--- src/rtl/ref_clk_failover_ctrl.sv ---
// Reference clock failover: qualifies two async tick streams per window and
// selects the active reference with a guarded switchover. Optional macro REVERT_EN.
module ref_clk_failover_ctrl #(
  parameter int WIN_LEN = 128,
  parameter int CNT_MIN = 6,
  parameter int CNT_MAX = 40,
  parameter int GOOD_N  = 4,
  parameter int BAD_N   = 2,
  parameter int GUARD   = 16
) (
  input  logic       clk,
  input  logic       rst,
  input  logic       f5_div,
  input  logic       f64_div,
  output logic       sel,
  output logic       out_en,
  output logic       locked,
  output logic       ERROR_5,
  output logic       ERROR_64,
  output logic       sw_pulse,
  output logic [7:0] cnt_5,
  output logic [7:0] cnt_64,
  output logic [2:0] dbg_state
);

  localparam int WIN_W = $clog2(WIN_LEN);
  localparam int G_W   = $clog2(GUARD);
  localparam int MAXN  = (GOOD_N > BAD_N) ? GOOD_N : BAD_N;
  localparam int RUN_W = $clog2(MAXN + 1);

  localparam logic [WIN_W-1:0] WIN_LAST = WIN_W'(WIN_LEN - 1);
  localparam logic [G_W-1:0]   G_MID_M1 = G_W'(GUARD / 2 - 1);
  localparam logic [G_W-1:0]   G_LAST   = G_W'(GUARD - 1);
  localparam logic [7:0]       MIN_V    = 8'(CNT_MIN);
  localparam logic [7:0]       MAX_V    = 8'(CNT_MAX);
  localparam logic [RUN_W-1:0] GOOD_V   = RUN_W'(GOOD_N);
  localparam logic [RUN_W-1:0] BAD_V    = RUN_W'(BAD_N);

  typedef enum logic [2:0] {
    S_INIT  = 3'd0,
    S_RUN_A = 3'd1,
    S_RUN_B = 3'd2,
    S_SW    = 3'd3,
    S_HOLD  = 3'd4
  } state_t;

  // Index 0 is the primary (f5_div, "A"), index 1 the secondary (f64_div, "B").
  logic [1:0]            din;
  logic [1:0][2:0]       sync_q;
  logic [1:0]            edge_det;
  logic [WIN_W-1:0]      win_q;
  logic                  win_end;
  logic [1:0][7:0]       ec_q;
  logic [1:0][7:0]       cnt_q;
  logic [1:0][RUN_W-1:0] good_q, good_d;
  logic [1:0][RUN_W-1:0] bad_q, bad_d;
  logic [1:0]            ok_q, ok_d;
  logic [1:0]            win_good;

  state_t         state_q, state_d;
  logic           tgt_q, tgt_d;
  logic [G_W-1:0] g_q, g_d;
  logic           sel_q, sel_d;
  logic           sw_pulse_q;

  assign din     = {f64_div, f5_div};
  assign win_end = (win_q == WIN_LAST);

  always_comb begin
    for (int i = 0; i < 2; i++) begin
      // bit0 = s0, bit1 = s1, bit2 = s2
      edge_det[i] = sync_q[i][1] & ~sync_q[i][2];
      win_good[i] = (ec_q[i] >= MIN_V) && (ec_q[i] <= MAX_V) && (ec_q[i] != 8'hFF);
      if (win_good[i]) begin
        good_d[i] = (good_q[i] == GOOD_V) ? good_q[i] : good_q[i] + 1'b1;
        bad_d[i]  = '0;
      end else begin
        good_d[i] = '0;
        bad_d[i]  = (bad_q[i] == BAD_V) ? bad_q[i] : bad_q[i] + 1'b1;
      end
      if (good_d[i] == GOOD_V) begin
        ok_d[i] = 1'b1;
      end else if (bad_d[i] == BAD_V) begin
        ok_d[i] = 1'b0;
      end else begin
        ok_d[i] = ok_q[i];
      end
    end
  end

  always_ff @(posedge clk or posedge rst) begin
    if (rst) begin
      sync_q <= '0;
      win_q  <= '0;
      ec_q   <= '0;
      cnt_q  <= '0;
      good_q <= '0;
      bad_q  <= '0;
      ok_q   <= '0;
    end else begin
      win_q <= win_end ? '0 : win_q + 1'b1;
      for (int i = 0; i < 2; i++) begin
        sync_q[i] <= {sync_q[i][1:0], din[i]};
        if (win_end) begin
          // An edge on the boundary cycle opens the next window.
          cnt_q[i]  <= ec_q[i];
          ec_q[i]   <= {7'd0, edge_det[i]};
          good_q[i] <= good_d[i];
          bad_q[i]  <= bad_d[i];
          ok_q[i]   <= ok_d[i];
        end else if (edge_det[i] && (ec_q[i] != 8'hFF)) begin
          ec_q[i] <= ec_q[i] + 8'd1;
        end
      end
    end
  end

  always_comb begin
    state_d = state_q;
    tgt_d   = tgt_q;
    g_d     = '0;
    sel_d   = sel_q;
    case (state_q)
      S_INIT: begin
        if (ok_q[0]) begin
          state_d = S_RUN_A;
        end else if (ok_q[1]) begin
          state_d = S_SW;
          tgt_d   = 1'b1;
        end
      end
      S_RUN_A: begin
        if (!ok_q[0]) begin
          if (ok_q[1]) begin
            state_d = S_SW;
            tgt_d   = 1'b1;
          end else begin
            state_d = S_HOLD;
          end
        end
      end
      S_RUN_B: begin
        if (!ok_q[1]) begin
          if (ok_q[0]) begin
            state_d = S_SW;
            tgt_d   = 1'b0;
          end else begin
            state_d = S_HOLD;
          end
        end
`ifdef REVERT_EN
        else if (ok_q[0]) begin
          state_d = S_SW;
          tgt_d   = 1'b0;
        end
`endif
      end
      S_SW: begin
        // The guard always runs to completion regardless of health changes.
        g_d = g_q + 1'b1;
        if (g_q == G_MID_M1) begin
          sel_d = tgt_q;
        end
        if (g_q == G_LAST) begin
          g_d = '0;
          if (ok_q[tgt_q]) begin
            state_d = tgt_q ? S_RUN_B : S_RUN_A;
          end else if (ok_q[~tgt_q]) begin
            tgt_d = ~tgt_q;
          end else begin
            state_d = S_HOLD;
          end
        end
      end
      S_HOLD: begin
        if (ok_q[sel_q]) begin
          state_d = sel_q ? S_RUN_B : S_RUN_A;
        end else if (ok_q[0]) begin
          state_d = S_SW;
          tgt_d   = 1'b0;
        end else if (ok_q[1]) begin
          state_d = S_SW;
          tgt_d   = 1'b1;
        end
      end
      default: state_d = S_INIT;
    endcase
  end

  always_ff @(posedge clk or posedge rst) begin
    if (rst) begin
      state_q    <= S_INIT;
      tgt_q      <= 1'b0;
      g_q        <= '0;
      sel_q      <= 1'b0;
      sw_pulse_q <= 1'b0;
    end else begin
      state_q    <= state_d;
      tgt_q      <= tgt_d;
      g_q        <= g_d;
      sel_q      <= sel_d;
      sw_pulse_q <= (sel_d != sel_q);
    end
  end

  assign sel       = sel_q;
  assign out_en    = (state_q == S_RUN_A) || (state_q == S_RUN_B);
  assign locked    = out_en;
  assign ERROR_5   = ~ok_q[0];
  assign ERROR_64  = ~ok_q[1];
  assign sw_pulse  = sw_pulse_q;
  assign cnt_5     = cnt_q[0];
  assign cnt_64    = cnt_q[1];
  assign dbg_state = state_q;

endmodule

--- config.mk ---
export PLATFORM = sky130hd
export DESIGN_NAME = ref_clk_failover_ctrl
export DESIGN_NICKNAME = d
export VERILOG_FILES = /design/src/rtl/ref_clk_failover_ctrl.sv
export SDC_FILE = /design/constraint.sdc
export NUM_CORES = 1
export LEC_CHECK = 0
export ABC_AREA = 1
export BUFFER_PORTS_ARGS = -buffer_cell sky130_fd_sc_hd__buf_2
export CAP_MARGIN = 20
export CORE_ASPECT_RATIO = 1.2
export CORE_MARGIN = 4
export CORE_UTILIZATION = 40
export CTS_CLUSTER_DIAMETER = 120
export DETAILED_ROUTE_END_ITERATION = 10
export PLACE_DENSITY = 0.55
export SLEW_MARGIN = 10
export SYNTH_ARGS = -nofsm -noshare
export SYNTH_HDL_FRONTEND = slang
export SYNTH_SLANG_ARGS = --single-unit
export TNS_END_PERCENT = 10
--- constraint.sdc ---
create_clock -name clk -period 2.4 [get_ports clk]
set_input_delay 0.24 -clock clk [delete_from_list [all_inputs] [get_ports clk]]
set_output_delay 0.24 -clock clk [all_outputs]
set_load 0.01 [all_outputs]
==> Word level (Yosys, flattened, before mapping) <==
Index checks and enable logic that the tools add are counted.
{ "totals": {"regBits": 69, "input_bits": 4} }
{ "classes": {"n_addsub": 8, "n_lt_le_gt_ge": 7, "eq_ne": 27, "muxes": 51, "bitwise": 7, "reduce_logical": 18} }
{ "op_table": {"columns": ["op", "n"], "rows": [
  ["$mux 3", 19],
  ["$mux 8", 4],
  ["$mux 1", 21],
  ["$eq 3x2->1 const B", 6],
  ["$add 8x1->8 const B", 2],
  ["$ge 8x3->1 const B", 2],
  ["$le 8x6->1 const B", 2],
  ["$ne 2x2->1 const B", 8],
  ["$ne 8x8->1 const B", 2],
  ["$eq 3x3->1 const B", 5],
  ["$pmux 3 s5", 1],
  ["$add 3x1->3 const B", 4],
  ["$mux 4", 2],
  ["$reduce_and 8->1", 1],
  ["$reduce_bool 2->1", 4],
  ["$add 7x1->7 const B", 1],
  ["$eq 7x7->1 const B", 1],
  ["$mux 7", 1],
  ["$logic_and 1x1->1", 6],
  ["$lt 1x2->1 const B", 3],
  ["$not 1->1", 5],
  ["$add 4x1->4 const B", 1],
  ["$eq 4x3->1 const B", 1],
  ["$eq 4x4->1 const B", 1],
  ["other kinds (12)", 15]
]} }

==> Depth between registers and ports, before layout <==
Gate-level depths: netlist of the first run.
{ "depth": {"word_depth": 7, "ltp_mapped": 10} }

==> Least setup slack after synthesis of the first run <==
OpenSTA, ideal clock, no wires.
{ "synth_path": {"kind": "register -> register", "start": "register win_q[0]", "end": "register ec_q[0] (netlist bit)", "arrival_time_ns": 1.249, "t_required_ns": 2.279, "path_slack_ns": 1.030, "path_stages_with_launch": 10, "n_path_buf": 2, "synth_period_minus_slack_ns": 1.370, "cell_sequence": "dfrtp_1 > ha_1 > nand2_1 > nor2_2 > nand4_2 > buf_6 > buf_6 > nor2_1 > a21oi_1 > nand2_1"} }
{ "synth_via": {"elab_chain_cells": 2, "word_cells_on_any_way": 3, "classes_between": "1 x eq/ne; 1 x mux; 1 x reduce/logical"} }
{ "synth_rtl": {"columns": ["item", "line", "text"], "rows": [
  ["start: declaration", "51", "logic [WIN_W-1:0] win_q;"],
  ["start signal: assignment", "101", "win_q <= win_end ? '0 : win_q + 1'b1;"],
  ["$eq 7x7->1 (*)", "67", "assign win_end = (win_q == WIN_LAST);"],
  ["$mux 8 or $reduce_bool 2->1 (tied branches)", null, null],
  ["end signal: indexed assignment", "107", "ec_q[i] <= {7'd0, edge_det[i]};"],
  ["end signal: indexed assignment", "112", "ec_q[i] <= ec_q[i] + 8'd1;"],
  ["end: declaration", "53", "logic [1:0][7:0] ec_q;"]
]} }
Mark *: on every way between the ends. The rest lies on a longest branch, timed or not.
A chain may end at the register's enable or synchronous reset.

==> Worst setup path in the final report of the first run <==
{ "layout_path": {"start": "register state_q[2], in the netlist dbg_state[2]", "end": "output port out_en"} }
{ "layout_via": {"elab_chain_cells": 2, "word_cells_on_any_way": 3, "classes_between": "2 x eq/ne; 1 x reduce/logical"} }
{ "layout_rtl": {"columns": ["item", "line", "text"], "rows": [
  ["start: declaration", "60", "state_t state_q, state_d;"],
  ["start signal: assignment", "198", "state_q <= state_d;"],
  ["$eq 3x1->1 or $eq 3x2->1 (tied branches)", "207", "assign out_en = (state_q == S_RUN_A) || (state_q == S_RUN_B);"],
  ["$logic_or 1x1->1 (*)", "207", null],
  ["end: declaration", "16", "output logic out_en,"]
]} }
Marked as above.

==> impl_results.md, run 1 <==
- Gpl congestion: about 0.84
- Die ar.: roughly 11000 um^2
- Top Ports: 29
- Leakage power total: between 0.002 and 0.0025 uW
- Setup Crit Path Kind: flop to output port
- Internal power: 2020 uW
- Initial antenna violation count: 0
- CP Capture Type: output port
- Outcome: complete, no violations
- Req. time, crit path: 2.16 ns
- Crit path DAT: between 1 and 1.5 ns
- P per Cell Area: roughly 670 nW/um^2
- CP max FO: 4
- Clock latency on the worst-skew pair: roughly 0.34 ns
- Vias in the first global route: approximately 3000
- Largest net degree at the start of global routing: 70
- Antenna cells: 0
- Remaining DRCs: 0
- Net Sw Power: ~810 uW
- Syn_area_per_cell: 7.88 um^2
- Synth Area in XOR/XNOR: 0.0236
- Synth Instances: ~470
- Hold path start: sync_q[3]$_DFF_PP0_
- GR Layer Usage met2: 0.255
- Final setup viols: 0
- Tmin final: about 1.7 ns
- Fmax: about 590 MHz
- Multiplexer area fraction after synthesis: 0
- Maximum VDD drop: 356 uV
- Grt peak-use layer: met2
- Synth Area in Compound Gates: 0.0911
- Sw frac: 0.286
- # port buffers: 28
- Post-CTS Repair Setup Buffers: 0
- #FFs+latches synth: 69
- Synth Area in Adders: 0.0472
- Max cap viols: 0
- Min-delay worst type: flop to flop
- First-pass GRT wire length: between 10000 and 15000 um
- Most frequent cells in the layout: nand2_1 (143), dfrtp_1 (69), nor2_1 (54), inv_1 (49), buf_2 (28)
- Aggregate negative setup slack: 0 ns
- GR Util met3: 0.0369
- Area grow syn2layout: 13.8%
- Via/cell ratio: roughly 4.8
- Area fraction of the dominant cell type after synthesis: 0.465
- Initial DRC Count: roughly 110
- Total grt overflow: 0
- RSZ-0062 raised after global routing: false
- Max-slew headroom: 0.616
- Final Instance Area: roughly 4200 um^2
- Reg2reg path depth: 9
- Seq/Total Area, Yosys: 0.465
- Storage cell area: approximately 1700 um^2
- WL per Instance: ~12 um
- Post-route antenna net violation count: 0
- Final core occ: 0.467
- Most common cell after layout, fill and taps aside: nand2_1
- Mapped Nets: 489
- Pins Over Slew Limit: 0
- Initial core utilization: 0.411
- Layout cells sized above 1: 0.141
- Clock Tree Root: clkbuf_8
- FP Rows: 38
- Worst Hold Depth: 0
- Total number of yosys warnings: 0
- Cell taking the most area after synthesis: dfrtp_1
- Netlist cell types: 32
- Clk pwr share: 0.377
- RR Endpoint: ec_q[9]$_DFFE_PP0P_
- Final #Nets: about 520
- Worst Max-Slew Pin Slew: around 0.57 ns
- Die H: 113 um
- Total CTS buffers: 9
- Syn Std Cell Area: about 3700 um^2
- Vias after detailed routing: 3000
- H-tree depth: 3
- Main combinational cell family by area after synthesis: simple AND/OR/NAND/NOR gates
- Post-route insts no fill: 629
- Reg2Reg Setup Slack: around 0.76 ns
- Multi-input gate area: ~1700 um^2
- # clock sinks: 69
- Min-Delay Endpoint: sync_q[4]$_DFF_PP0_
- Layout Skew: ~0.011 ns
- DRT Wirelength: ~7300 um
- WHS: approximately 0.35 ns
- Placed Area: a little under 4000 um^2
- CP startpoint: dbg_state[2]$_DFFE_PP0P_
- Worst Setup Start Kind: flop
- DRT Pass-1 Iters: 4
- Max clock buf depth: 2
- Reg-to-reg critical path startpoint: win_q[0]$_DFF_PP0_
- Placed Cells: 610
- Final hold vios: 0
- Core Area: roughly 9000 um^2
- Flop pwr share: 0.475
- Clock slew at reported path FFs: approximately 0.07 ns
- Fillers: between 900 and 1000
- Met1 Use GR: 0.194
- Logic gate share of total power: 0.148
- Post-synthesis simple-gate area fraction: 0.293
- Gr usage total: 0.154
- CTS tree: done
- Detailed placement HPWL: between 5000 and 6000 um
- DIE WIDTH: between 90 and 100 um
- Synth area leaders: dfrtp_1 (47%), nand2_1 (14%), nor2_1 (5.5%)
- Period utilization: 0.712
-- state kept, by name, summed over array words and instances (netlist names), 2 cells and up --
signal / count
bad_q: 6
cnt_5: 8
cnt_64: 8
dbg_state: 3
ec_q: 16
g_q: 4
good_q: 6
ok_q: 2
sync_q: 6
win_q: 7
-- per-stage QoR --
| step | setup WS, ns | total power [uW] |
|---|---|---|
| 6_report | 0.691 | 2830 |
| 5_1_grt | 0.468 | 3010 |
| 4_1_cts | 0.661 | 2880 |
| 3_5_place_dp | 0.734 | 1790 |
| 3_3_place_gp | 0.788 | 1790 |
| 2_1_floorplan | 0.420 | 1680 |
-- worst max-delay path by stage --
stage                            to  slack (ns)  cells after the start
3_5_place_dp    ec_q[9]$_DFFE_PP0P_        0.73                      9
2_1_floorplan  bad_q[0]$_DFFE_PP0N_        0.42                      1
5_1_grt                      locked        0.47                      6
4_1_cts                      locked        0.66                      6
3_3_place_gp    ec_q[9]$_DFFE_PP0P_        0.79                      9
6_report                     out_en        0.69                      6
-- power groups by stage --
stage	registers, uW	logic (uW)	clock network, uW
finish	1340	419	1070
global route	1360	492	1160
CTS	1340	426	1110
detailed placement	1360	423	0
global placement	1360	427	0
floorplan	1310	364	0
-- cell type report --
class / instances / share of cell area
repair buffers: 34 / 0.0516
flip-flops and latches: 69 / 0.409
multi-input cells: 335 / 0.399
clock buffers: 12 / 0.0367
clock inverters: 4 / 0.0166
inverters: 55 / 0.0513
well taps: 120 / 0.0356
-- repair_timing --
item | 4_1_cts | 5_1_grt
gates resized for setup | 0 | 0
hold buffers | 3 | 0
endpoints found under the hold margin | 71 | 0
-- per-layer routing --
layer | up-vias | wire length [um]
li1 | 1557 | -
met5 | - | 0
met4 | 0 | 118
met3 | 8 | 257
met2 | 40 | 3550
met1 | 1395 | 3340
-- cells in the mapped netlist --
master	n
nor2_2	6
o31ai_1	2
inv_1	50
buf_6	2
o211ai_1	3
o21ai_0	26
nand2_4	2
a21oi_2	2
o21bai_1	1
inv_2	3
or2_2	2
nand3_2	3
nand3b_1	1
xnor2_1	2
a21oi_1	7
nand4_2	1
xor2_1	8
o21ai_1	12
nor4_1	1
nand3_1	26
clkinv_4	2
o21bai_4	2
nor2_1	54
ha_1	14
nand2_2	2
dfrtp_1	69
nor3_1	5
nand2_1	143
buf_4	3
a31oi_1	2
nand4_1	8
buf_2	7
-- kinds of logic (layout without fill, tap and decap cells) --
group | after synthesis | count (layout)
buf+inv | 67 | 105
simple gates | 254 | 254
flops | 69 | 69
compound gates | 57 | 57
fa+ha+maj | 14 | 14
xor+xnor | 10 | 10
-- critical path, stage by stage (launching register included) --
cell and delay, ns:
dfrtp_1 0.41, inv_1 0.13, nand2_1 0.09, nor2_1 0.22
inv_1 0.07, nand2_1 0.08, buf_2 0.13
(Power assumes the default switching activity.)
==> run 2, diff against run 1 <==
==> constraint.sdc (replaced) <==
create_clock -name clk -period 1.7 [get_ports clk]
set_input_delay 0.17 -clock clk [delete_from_list [all_inputs] [get_ports clk]]
set_output_delay 0.17 -clock clk [all_outputs]
set_load 0.01 [all_outputs]
==> impl_results.md, run 2 (synthesized netlist as in run 1, its figures left out) <==
- Clk pwr share: 0.325 (-0.052)
- Fmax: roughly 630 MHz
- Max clock buf depth: 2 (unchanged)
- Final hold vios: 0 (unchanged)
- Largest net degree at the start of global routing: 70 (unchanged)
- # clock sinks: 69 (unchanged)
- Gpl congestion: 0.809 (-3.7%)
- Via/cell ratio: 4.78 (+0.22%)
- CP Capture Type: flop
- First-pass GRT wire length: 13200 um (-1.1%)
- Area grow syn2layout: 15.2%
- Net Sw Power: 1170 uW (+45%)
- Min-delay worst type: flop to flop
- Flop pwr share: 0.502 (+0.027)
- Die H: 113 um (unchanged)
- Worst Max-Slew Pin Slew: 0.400 ns (-0.174 ns)
- Storage cell area: 1730 um^2 (unchanged)
- DIE WIDTH: 95.9 um (unchanged)
- Vias after detailed routing: 3040 (+1.3%)
- WL per Instance: 11.9 um (+3.5%)
- Total CTS buffers: 9 (unchanged)
- Max reg flops: 16 (unchanged)
- # port buffers: 28 (unchanged)
- Outcome: complete, no violations
- Gr usage total: 0.153 (-0.00100)
- Clock latency on the worst-skew pair: 0.35 ns (about the same)
- FP Rows: 38 (unchanged)
- Leakage power total: 0.00221 uW (+0.51%)
- Vias in the first global route: 2938 (-0.47%)
- Most frequent cells in the layout: nand2_1 (143), dfrtp_1 (69), nor2_1 (51), inv_1 (47), buf_2 (28)
- Remaining DRCs: 0 (unchanged)
- Max-slew headroom: 0.733 (+0.118)
- WHS: 0.350 ns (+0.000613 ns)
- Post-route antenna net violation count: 0 (unchanged)
- Setup Crit Path Kind: flop to flop
- Initial DRC Count: 92 (-19%)
- Layout cells sized above 1: 0.165 (+0.0233)
- Antenna cells: 0 (unchanged)
- P per Cell Area: 881 nW/um^2 (+31%)
- Fillers: 907 (-3.0%)
- Tot Pwr: 3760 uW (+33%)
- Crit path DAT: 1.82 ns (+0.35 ns)
- CTS tree: done
- Total grt overflow: 0 (unchanged)
- Biggest register: ec_q
- Tmin final: roughly 1.6 ns
- Final setup viols: 0 (unchanged)
- Req. time, crit path: 1.94 ns (-0.22 ns)
- DRT Pass-1 Iters: 4 (unchanged)
- Die ar.: 10900 um^2 (unchanged)
- Max cap viols: 0 (unchanged)
- Clock Tree Root: clkbuf_8
- Maximum VDD drop: 566 uV (+59%)
- Pins Over Slew Limit: 0 (unchanged)
- Detailed placement HPWL: 5280 um (+2.0%)
- Internal power: 2590 uW (+28%)
- Period utilization: 0.930
- Multi-input gate area: 1720 um^2 (+1.7%)
- Initial core utilization: 0.411 (unchanged)
- Top Ports: 29 (unchanged)
- H-tree depth: 3 (unchanged)
- Layout Skew: 0.00800 ns (-0.00295 ns)
- Initial antenna violation count: 0 (unchanged)
- Final #Nets: 529 (+1.3%)
- Worst Setup Start Kind: flop
- Clock slew at reported path FFs: 0.07 ns (about the same)
- Sw frac: 0.311 (+0.0250)
- DRT Wirelength: 7600 um (+4.6%)
- Aggregate negative setup slack: 0 ns (unchanged)
- Core Area: 9030 um^2 (unchanged)
- Most common cell after layout, fill and taps aside: nand2_1
- Logic gate share of total power: 0.173 (+0.025)
- CP max FO: 6 (+2)
## run 2: changes by cell type in the layout (fill, tap and decap cells not counted), moves of 2 or more
cell and delta:
clkinvlp_4 +2, nor2_1 -3, nor2_4 +2, inv_1 -2, bufinv_16 -2, buf_4 +6
## run 2: routing by layer
| metal | wire length [um] | GRT usage | vias up |
|---|---|---|---|
| li1 | - | - | 1587 |
| met1 | 3680 | 0.201 | 1406 |
| met2 | 3570 | 0.245 | 37 |
| met3 | 186 | 0.0237 | 10 |
| met4 | 157 | 0.0750 | 0 |
| met5 | 0 | 0 | - |
## run 2: cell type report
cell class,instances,share of cell area
multi-input cells,335,0.401
inverters,55,0.0515
clock buffers,12,0.0363
clock inverters,4,0.00527
repair buffers,41,0.0662
well taps,120,0.0351
flip-flops and latches,69,0.404
## run 2: timing repair
action | CTS | global route
gates resized for setup | 0 | 9
endpoints found under the setup margin | 0 | 22
hold buffers | 3 | 0
hold endpoints to repair | 71 | 0
buffers inserted | 0 | 1
## run 2: worst max-delay path, cell delays in order (launching register included)
cell and delay (ns):
dfrtp_1 0.47, ha_1 0.26, nand3_2 0.13, nor2_2 0.14, a31oi_1 0.12, buf_4 0.18
a21oi_1 0.12, nand2_1 0.06
## run 2: through the flow
step	setup slack [ns]	area, um^2	utilization	instances
2_1_floorplan	0.330	3710	-	471
3_3_place_gp	0.124	4030	0.446	616
3_5_place_dp	0.0703	4030	0.446	616
4_1_cts	0.0159	4240	0.469	635
5_1_grt	-0.00624	4270	0.473	636
6_report	0.119	4270	0.473	636
## run 2: worst paths after layout
| check | slack (ns) | cells past startpoint | startpoint | endpoint |
|---|---|---|---|---|
| setup / recovery | 0.12 | 7 | ec_q[0]$_DFFE_PP0P_ | ec_q[0]$_DFFE_PP0P_ |
| max in group asynchronous | 0.92 | 4 | rst | sel$_DFF_PP0_ |
| min in group asynchronous | 0.42 | 4 | rst | sync_q[2]$_DFF_PP0_ |
| hold reg to reg | 0.35 | 0 | sync_q[3]$_DFF_PP0_ | sync_q[4]$_DFF_PP0_ |
| setup reg to reg | 0.12 | 7 | ec_q[0]$_DFFE_PP0P_ | ec_q[0]$_DFFE_PP0P_ |
| hold / removal | 0.35 | 0 | sync_q[3]$_DFF_PP0_ | sync_q[4]$_DFF_PP0_ |
## run 2: power by group through the flow
stage	clock network [uW]	logic [uW]	registers, uW
final	1220	650	1890
after detailed placement	0	629	1920
after global placement	0	632	1920
after global routing	1320	775	1910
after floorplan	0	515	1850
after CTS	1260	637	1890
